File: src/rtl/bomb_engine.sv
// Bomb timer / blast / damage engine for the BombMan arena.
// Holds per-cell fuse and owner state, resolves placements, ticks, chain
// reactions, player damage and the end-of-game decision.
module bomb_engine #(
  parameter int GRID_W      = 10,
  parameter int GRID_H      = 10,
  parameter int CRD         = 4,
  parameter int NUM_PLAYERS = 2,
  parameter int FUSE        = 3,
  parameter int RADIUS      = 2,
  parameter int MAX_BOMBS   = 2,
  parameter int MAX_HEALTH  = 3,
  localparam int HW         = $clog2(MAX_HEALTH + 1),
  localparam int PW         = $clog2(NUM_PLAYERS)
) (
  input  logic                       bombClk,
  input  logic                       rst_n,
  input  logic                       tick,
  input  logic [NUM_PLAYERS-1:0]     place_v,
  input  logic [NUM_PLAYERS*CRD-1:0] place_x,
  input  logic [NUM_PLAYERS*CRD-1:0] place_y,
  input  logic [NUM_PLAYERS*CRD-1:0] player_x,
  input  logic [NUM_PLAYERS*CRD-1:0] player_y,
  output logic [NUM_PLAYERS-1:0]     place_ack,
  output logic [GRID_W*GRID_H-1:0]   bomb_map,
  output logic [GRID_W*GRID_H-1:0]   blast_map,
  output logic                       blast_v,
  output logic [NUM_PLAYERS*HW-1:0]  health,
  output logic                       game_over,
  output logic                       draw,
  output logic [PW-1:0]              winner
);

  localparam int NC = GRID_W * GRID_H;
  localparam int FW = $clog2(FUSE + 1);
  localparam int CW = $clog2(MAX_BOMBS + 1);

  logic [NC-1:0][FW-1:0]          r_fuse;
  logic [NC-1:0][PW-1:0]          r_own;
  logic [NUM_PLAYERS-1:0][CW-1:0] r_cnt;
  logic [NUM_PLAYERS-1:0][HW-1:0] r_hp;
  logic [NUM_PLAYERS-1:0]         r_ack;
  logic [NC-1:0]                  r_blast;
  logic                           r_bv;
  logic                           r_go;
  logic                           r_draw;
  logic [PW-1:0]                  r_win;

  logic                           w_tick;
  logic [NC-1:0]                  w_expl;
  logic [NC-1:0]                  w_blast;
  logic [NC-1:0][FW-1:0]          w_fuse_n;
  logic [NC-1:0][PW-1:0]          w_own_n;
  logic [NUM_PLAYERS-1:0][CW-1:0] w_cnt_n;
  logic [NUM_PLAYERS-1:0][HW-1:0] w_hp_n;
  logic [NUM_PLAYERS-1:0]         w_ack;
  logic [NUM_PLAYERS-1:0]         w_hit;
  logic [NC-1:0]                  w_taken;
  int                             w_alive;
  logic [PW-1:0]                  w_first;

  // Ticks are frozen once the game has been decided.
  assign w_tick = tick & ~r_go;

  // Cells whose fuse runs out on this tick.
  always_comb begin
    w_expl = '0;
    for (int c = 0; c < NC; c++)
      w_expl[c] = w_tick && (r_fuse[c] == FW'(1));
  end

  // Blast crosses of all exploding bombs, clipped to the playable area.
  always_comb begin
    w_blast = '0;
    for (int x = 1; x < GRID_W - 1; x++)
      for (int y = 1; y < GRID_H - 1; y++)
        if (w_expl[x*GRID_H+y])
          for (int d = -RADIUS; d <= RADIUS; d++) begin
            if (x + d >= 1 && x + d <= GRID_W - 2) w_blast[(x+d)*GRID_H+y] = 1'b1;
            if (y + d >= 1 && y + d <= GRID_H - 2) w_blast[x*GRID_H+y+d] = 1'b1;
          end
  end

  // Tick first (explode / decrement / chain), then placements on top of it;
  // a cell is judged empty on its pre-tick fuse, lower player index wins ties.
  always_comb begin
    int px, py, c;
    w_fuse_n = r_fuse;
    w_own_n  = r_own;
    w_cnt_n  = r_cnt;
    w_ack    = '0;
    w_taken  = '0;
    px = 0;
    py = 0;
    c  = 0;
    for (int i = 0; i < NC; i++) begin
      if (w_expl[i]) begin
        w_fuse_n[i]         = '0;
        w_cnt_n[r_own[i]]   = w_cnt_n[r_own[i]] - CW'(1);
      end else if (w_tick && r_fuse[i] != '0) begin
        w_fuse_n[i] = w_blast[i] ? FW'(1) : r_fuse[i] - FW'(1);
      end
    end
    for (int p = 0; p < NUM_PLAYERS; p++) begin
      px = int'(place_x[p*CRD +: CRD]);
      py = int'(place_y[p*CRD +: CRD]);
      if (place_v[p] && !r_go && r_hp[p] != '0 && r_cnt[p] < CW'(MAX_BOMBS) &&
          px >= 1 && px <= GRID_W - 2 && py >= 1 && py <= GRID_H - 2) begin
        c = px * GRID_H + py;
        if (r_fuse[c] == '0 && !w_taken[c]) begin
          w_taken[c]  = 1'b1;
          w_ack[p]    = 1'b1;
          w_fuse_n[c] = FW'(FUSE);
          w_own_n[c]  = PW'(p);
          w_cnt_n[p]  = w_cnt_n[p] + CW'(1);
        end
      end
    end
  end

  // One hit per tick at most, saturating at zero health.
  always_comb begin
    int hx, hy;
    hx = 0;
    hy = 0;
    for (int p = 0; p < NUM_PLAYERS; p++) begin
      hx = int'(player_x[p*CRD +: CRD]);
      hy = int'(player_y[p*CRD +: CRD]);
      w_hit[p] = 1'b0;
      if (hx < GRID_W && hy < GRID_H) w_hit[p] = w_blast[hx*GRID_H+hy];
      w_hp_n[p] = (w_hit[p] && r_hp[p] != '0) ? r_hp[p] - HW'(1) : r_hp[p];
    end
  end

  // Survivor count and lowest surviving index from registered health.
  always_comb begin
    w_alive = 0;
    w_first = '0;
    for (int p = NUM_PLAYERS - 1; p >= 0; p--)
      if (r_hp[p] != '0) begin
        w_alive = w_alive + 1;
        w_first = PW'(p);
      end
  end

  // Arena state: fuses, owners, bomb counts, health, blast and ack outputs.
  always_ff @(posedge bombClk or negedge rst_n) begin
    if (!rst_n) begin
      r_fuse  <= '0;
      r_own   <= '0;
      r_cnt   <= '0;
      r_ack   <= '0;
      r_blast <= '0;
      r_bv    <= 1'b0;
      for (int p = 0; p < NUM_PLAYERS; p++) r_hp[p] <= HW'(MAX_HEALTH);
    end else begin
      r_fuse  <= w_fuse_n;
      r_own   <= w_own_n;
      r_cnt   <= w_cnt_n;
      r_ack   <= w_ack;
      r_blast <= w_blast;
      r_bv    <= |w_expl;
      r_hp    <= w_hp_n;
    end
  end

  // Game end latches one cycle after the health update and stays set.
  always_ff @(posedge bombClk or negedge rst_n) begin
    if (!rst_n) begin
      r_go   <= 1'b0;
      r_draw <= 1'b0;
      r_win  <= '0;
    end else if (!r_go) begin
      if (w_alive == 1) begin
        r_go  <= 1'b1;
        r_win <= w_first;
      end else if (w_alive == 0) begin
        r_go   <= 1'b1;
        r_draw <= 1'b1;
      end
    end
  end

  // Output packing.
  always_comb begin
    for (int c = 0; c < NC; c++) bomb_map[c] = (r_fuse[c] != '0);
    for (int p = 0; p < NUM_PLAYERS; p++) health[p*HW +: HW] = r_hp[p];
  end

  assign place_ack = r_ack;
  assign blast_map = r_blast;
  assign blast_v   = r_bv;
  assign game_over = r_go;
  assign draw      = r_draw;
  assign winner    = r_win;

endmodule

File: config.mk
export PLATFORM = sky130hd
export DESIGN_NAME = bomb_engine
export DESIGN_NICKNAME = d
export VERILOG_FILES = /design/src/rtl/bomb_engine.sv
export SDC_FILE = /design/constraint.sdc
export NUM_CORES = 2
export LEC_CHECK = 0
export CAP_MARGIN = 20
export CORE_MARGIN = 2
export CORE_UTILIZATION = 30
export CTS_CLUSTER_DIAMETER = 50
export CTS_CLUSTER_SIZE = 30
export DETAILED_ROUTE_END_ITERATION = 8
export GPL_TIMING_DRIVEN = 0
export HOLD_SLACK_MARGIN = 0.15
export PLACE_DENSITY = 0.46
export SYNTH_ARGS = -nofsm -noshare
export SYNTH_HDL_FRONTEND = slang
export SYNTH_SLANG_ARGS = --single-unit
File: constraint.sdc
create_clock -name bombClk -period 8.03 [get_ports bombClk]
set_clock_uncertainty 0.05 [all_clocks]
set_input_delay 1.606 -clock bombClk [delete_from_list [all_inputs] [get_ports bombClk]]
set_output_delay 1.606 -clock bombClk [all_outputs]
set_load 0.01 [all_outputs]
After elaboration in Yosys (flattened, before gate mapping)
Memories as Yosys holds them, arrays and structs flattened.
Cells that the tools add are included.
{"block": "totals", "register_bits": 378, "mem_count": 1, "in_bits": 37, "wordCells": 2366, "out_inout_bits": 210, "mem_bits_rw": 0, "rom_bits": 128, "latch_bits": 0}
{"block": "classes", "div_mod_pow": 0, "n_bitwise": 8, "n_mul": 4, "shift": 0, "n_lt_le_gt_ge": 220, "mux": 1180, "reduce_logical": 433, "n_eq_ne": 101, "add_sub_neg": 209}
{"name": "(name not given)", "depth": 128, "width": 1, "read_ports": 1, "rd_ports_with_merged_regs": 0, "wr": 0, "line_no": "110", "rtl": "if (r_fuse[c] == '0 && !w_taken[c]) begin"}
{"op": "$mux W2", "count": 574}
{"op": "$mux W200", "count": 4}
{"op": "$mux W100", "count": 6}
{"op": "$mux W4", "count": 116}
{"op": "$sub A2 B1 Y2 const B", "count": 202}
{"op": "$bwmux W4", "count": 100}
{"op": "$or A200 B200 Y200", "count": 2}
{"op": "$logic_and A1 B1 Y1", "count": 322}
{"op": "$mux W1", "count": 222}
{"op": "$reduce_bool A2 Y1", "count": 102}
{"op": "$demux W2 S1", "count": 100}
{"op": "$eq A2 B1 Y1 const B", "count": 100}
{"op": "$lt A1 B2 Y1 const B", "count": 100}
{"op": "$mux W5", "count": 32}
{"op": "$and A100 B100 Y100", "count": 1}
{"op": "$ge A1 B1 Y1 const B", "count": 100}
{"op": "$not A100 Y100", "count": 1}
{"op": "$or A100 B100 Y100", "count": 1}
{"op": "$reduce_or A100 Y1", "count": 1}
{"op": "$mux W3", "count": 16}
{"op": "$add A8 B4 Y9", "count": 4}
{"op": "$lt A9 B8 Y1 const B", "count": 4}
{"op": "$add A32 B2 Y32 const B", "count": 1}
{"op": "$eq A32 B2 Y1 const B", "count": 1}
{"op": "other kinds (19)", "count": 43}

Logic depth before layout (Yosys ltp)
{"block": "depth", "depth_word": 504, "mapped_depth": 22, "mapped_depth_nobuf": 19}

Least setup slack after synthesis
OpenSTA, ideal clock, no wires.
{"block": "synth_path", "path_type": "input port to flip-flop", "from": "in tick", "to": "reg r_cnt[3] (netlist name)", "n_path_buf": 2, "arrival_time_ns": 6.313, "path_slack_ns": 1.545, "required_time_ns": 7.857, "stages": 18, "setup_time_ns": 0.123, "cell_sequence": "nor2b_1 -> buf_1 -> nand2_1 -> xnor3_1 -> xor2_2 -> xor2_4 -> xnor3_1 -> buf_6 -> xnor2_4 -> xnor3_2 -> xnor2_2 -> or4_1 -> o211ai_2 -> xnor2_2 -> xnor3_1 -> xnor2_1 -> xnor3_1 -> xnor2_1"}
{"item": "start: declaration", "line_no": "18", "rtl": "input logic tick,"}
{"item": "end signal: assignment", "line_no": "159", "rtl": "r_cnt <= w_cnt_n;"}
{"item": "end: declaration", "line_no": "40", "rtl": "logic [NUM_PLAYERS-1:0][CW-1:0] r_cnt;"}

==> out/results.ini <==
[pwr]
vdd.ir_drop.worst_mv=0.193
power.leakage_nw=17.5
power_density_mw_per_mm2=360
p_total_w=0.0148
power.share.combinational=0.572
switching_power_w=0.00755
pwr-share-seq=0.214
power.clock.fraction=0.215
netSwitchingFraction=0.509
p_int_w=0.00729

[global_route]
antenna_violations_before_repair=20
grt_util_met3=0.119
globalRoute.busiestLayer=met2
largest_net_degree_at_the_start_of_global_routing=108
number_of_global_route_vias_before_repair=34100
grtUsageMet1=0.424
wire_length_of_the_first_global_routing_pass_microns=270000
gr-usage-met2=0.485
gr-total-overflow=0
track_usage=0.332

[finish]
ratio_of_cells_with_drive_above_1_in_the_final_layout=0.0638
ff_latch_area_sq_mm=0.00946
n_fill_cell=11800
area_growth_pct=21.2
num-nets-final=5017
post_layout_nonfiller_instances=6312
multi_input_comb_area_sq_mm=0.0224

[timing]
final.min_clock_period_ps=7940
timing.slew.headroom=0.106
max_slew.worst_pin.slew_ps=1340
finalHoldViolations=0
report.final.slew_viol_count=0
grt_setup_unrepaired=false
setup_viol=0
setup_tns_ps=0
finalCritPeriodShare=0.989
max_freq_mhz=126

[clock_tree]
cts_tree=yes
cts_setup_buffers=0
cts_bufs_inserted=71
ctsHtreeMaxLevel=3
clk_latency_ps=670
cts.path.max_buffers=3
cts_hold_repair.buffers=0
cts.sinks=378
path_clk_slew_ps=70
cts_root_buf=sky130_fd_sc_hd__clkbuf_16
post_cts_resize_count=23

[die]
core_region_area_sq_mm=0.112
fp.dieW_microns=341
floorplan.initialDensity=0.302
row_count=123
boundaryPins=247
chipHeight_microns=341
die_area_sq_mm=0.116

[critical_path]
slowest_delay_ps=920
setup.reg_to_reg.worst_slack_ps=580
crit_path_cell_trace=clkdlybuf4s50_1, ha_1, clkbuf_1, nand2_1, nor2_1, o21ai_0, o211ai_1, nor3_1, o311a_1, o31ai_1, nand2b_1, o221ai_2, inv_1, nand3_1, nor2_1, a21oi_1, nand2_1
timing.reg2reg.worst_path_depth=20
worst-path-buf-inv=3
cp_data_required_time_ps=8530
setup.worst_path.end_class=flip-flop
timing.critical_path.from_type=primary input
timing.critical_path.max_delay_family=simple AND/OR/NAND/NOR gates
critPathSlowestCell=sky130_fd_sc_hd__nor2_1
critical_path.max_fanout=10
r2r_end=r_cnt[3]
worst-setup-path-type=primary input to flip-flop
regToRegStartpoint=r_fuse[55]
critPathArrivalTime_ps=8440
crit_start=place_x[0]

[synth]
synthCells=4392
asyncSetResetFlopFracSynth=1.00
synth.yosys.warnings=0
yosysUniqueCellTypes=89
sequential_area_share_after_synthesis=0.278
synth_ff_type=sky130_fd_sc_hd__dfrtp_1
synth_seq_cells=378
synth_area_sq_mm=0.0340
synth-edff-count=0
synth.avg_cell_area_sq_um=7.74

[min_path]
hp-class=flip-flop to flip-flop
timing.hold.worst_endpoint=draw
hold_path_depth=1
hold_path.startpoint=draw

[drt]
route.detailed.vias_per_inst=5.87
wl_microns=198000
post_detailed_route_count_of_antenna_violating_nets=0
drt_pass1_iterations=6
routedWlPerCell_microns=31.4
drt-initial-drc-count=4857
dr_total_vias=37100
drt_drc_violations_left=0

[placed_design]
place_hpwl_microns=160000
gp_congestion=1.07
port_buffers=208
dp_cells=6170

[run_status]
run_status=finished, final reports clean

[job]
max-cap-violations=0

[how the worst max path moves through the flow]
stage                              to  depth (start not counted)
after floorplan              r_cnt[3]                         18
after global placement      r_own[39]                          1
after detailed placement  r_fuse[128]                         18
after CTS                   r_fuse[4]                         16
after global routing       r_fuse[99]                         15
final                     r_fuse[141]                         17
[kinds of logic after synthesis]
| group | synth area share |
|---|---|
| muxes | 0.0221 |
| adders and majority gates | 0.105 |
| AOI/OAI and AO/OA | 0.194 |
| and+or+nand+nor | 0.215 |
| other | 0.000110 |
| buffers and inverters | 0.0690 |
| DFF | 0.278 |
| xor gates and xnor gates | 0.117 |
[cells in the final DEF, fill, tap and decap left out, types with 27 or more instances in the layout]
cell type,count
sky130_fd_sc_hd__inv_1,339
sky130_fd_sc_hd__nand3_1,99
sky130_fd_sc_hd__xnor2_1,265
sky130_fd_sc_hd__nor4_1,131
sky130_fd_sc_hd__maj3_1,51
sky130_fd_sc_hd__a31oi_1,59
sky130_fd_sc_hd__a21oi_1,301
sky130_fd_sc_hd__o21ai_0,454
sky130_fd_sc_hd__nor2b_1,90
sky130_fd_sc_hd__buf_4,46
sky130_fd_sc_hd__nor3_1,140
sky130_fd_sc_hd__xor2_1,89
sky130_fd_sc_hd__nand2_1,542
sky130_fd_sc_hd__dfrtp_1,374
sky130_fd_sc_hd__clkdlybuf4s50_1,207
sky130_fd_sc_hd__nand2b_1,38
sky130_fd_sc_hd__clkbuf_16,73
sky130_fd_sc_hd__ha_1,231
sky130_fd_sc_hd__clkbuf_1,151
sky130_fd_sc_hd__o211ai_1,27
sky130_fd_sc_hd__nor2_1,418
sky130_fd_sc_hd__conb_1,36
sky130_fd_sc_hd__o221ai_1,31
sky130_fd_sc_hd__o22ai_1,49
sky130_fd_sc_hd__xnor3_1,29
[layer usage]
layer,share of wire,vias to the layer above,routed length [microns]
li1,-,16100,-
met1,0.40,18200,79800
met2,0.41,2307,81600
met3,0.12,567,24000
met4,0.066,4,13000
met5,0.00014,-,27
[flip-flops by register name, indices dropped and copies added, names as in the netlist, 2 cells and up]
name and count:
r_fuse 200, blast_map 64, r_own 100, health 4, place_ack 2, r_cnt 4
[worst reg2reg max path, stage by stage, from the launching register on]
cell	delay, ps
sky130_fd_sc_hd__dfrtp_1	470
sky130_fd_sc_hd__inv_1	120
sky130_fd_sc_hd__ha_1	140
sky130_fd_sc_hd__clkbuf_1	890
sky130_fd_sc_hd__nand2_1	380
sky130_fd_sc_hd__xor2_1	270
sky130_fd_sc_hd__xnor2_1	510
sky130_fd_sc_hd__xnor3_1	500
sky130_fd_sc_hd__nor2_1	320
sky130_fd_sc_hd__xnor3_1	460
sky130_fd_sc_hd__buf_6	190
sky130_fd_sc_hd__xnor2_4	410
sky130_fd_sc_hd__xnor3_2	610
sky130_fd_sc_hd__xnor2_2	210
sky130_fd_sc_hd__or4_1	550
sky130_fd_sc_hd__o211ai_2	100
sky130_fd_sc_hd__xnor2_2	150
sky130_fd_sc_hd__xnor3_1	340
sky130_fd_sc_hd__xnor2_1	200
sky130_fd_sc_hd__xnor3_1	350
sky130_fd_sc_hd__xnor2_1	140
[per-stage QoR]
step / area [sq um] / setup slack (ps) / hold WS [ps] / utilization
3_3_place_gp: 38100 / -13530 / 427 / 0.339
5_1_grt: 41200 / 103 / 464 / 0.366
2_1_floorplan: 34100 / 1540 / 401 / -
4_1_cts: 41100 / 58.5 / 444 / 0.365
6_report: 41200 / 88.7 / 434 / 0.366
3_5_place_dp: 38600 / -4390 / 425 / 0.343
[Yosys cell counts (all sizes together), types with 18 or more instances]
master	n	share of area
buf	64	0.012
mux2i	20	0.0059
a211oi	19	0.0042
xnor2	269	0.071
nor2b	90	0.017
xnor3	31	0.021
o221ai	32	0.0082
clkbuf	176	0.019
nor4b	21	0.0054
o21ai	455	0.067
nand2	546	0.061
a31oi	60	0.011
nand2b	38	0.0070
a21o	18	0.0040
mux4	22	0.015
xor2	92	0.025
a21oi	303	0.045
o211ai	28	0.0063
inv	340	0.038
nor2	419	0.046
dfrtp	374	0.28
maj3	51	0.015
nor3	140	0.021
ha	231	0.085
o22ai	49	0.0090
and2	24	0.0044
nand3	99	0.015
nor4	131	0.024
[cell type report]
type / count / area share
multi-input cells: 3468 / 0.543
flip-flops and latches: 378 / 0.230
repair buffers: 248 / 0.0634
well taps: 1500 / 0.0456
clock buffers: 77 / 0.0454
inverters: 341 / 0.0311
plain buffers: 233 / 0.0263
clock inverters: 53 / 0.0145
diodes: 14 / 0.000850
[power by group through the flow]
stage	sequential [W]	clock (W)	combinational (W)
2_1_floorplan	0.00284	0	0.00500
3_3_place_gp	0.00314	0	0.00811
3_5_place_dp	0.00314	0	0.00816
4_1_cts	0.00311	0.00322	0.00821
5_1_grt	0.00321	0.00330	0.00899
6_report	0.00317	0.00319	0.00848
(Power assumes the default switching activity.)
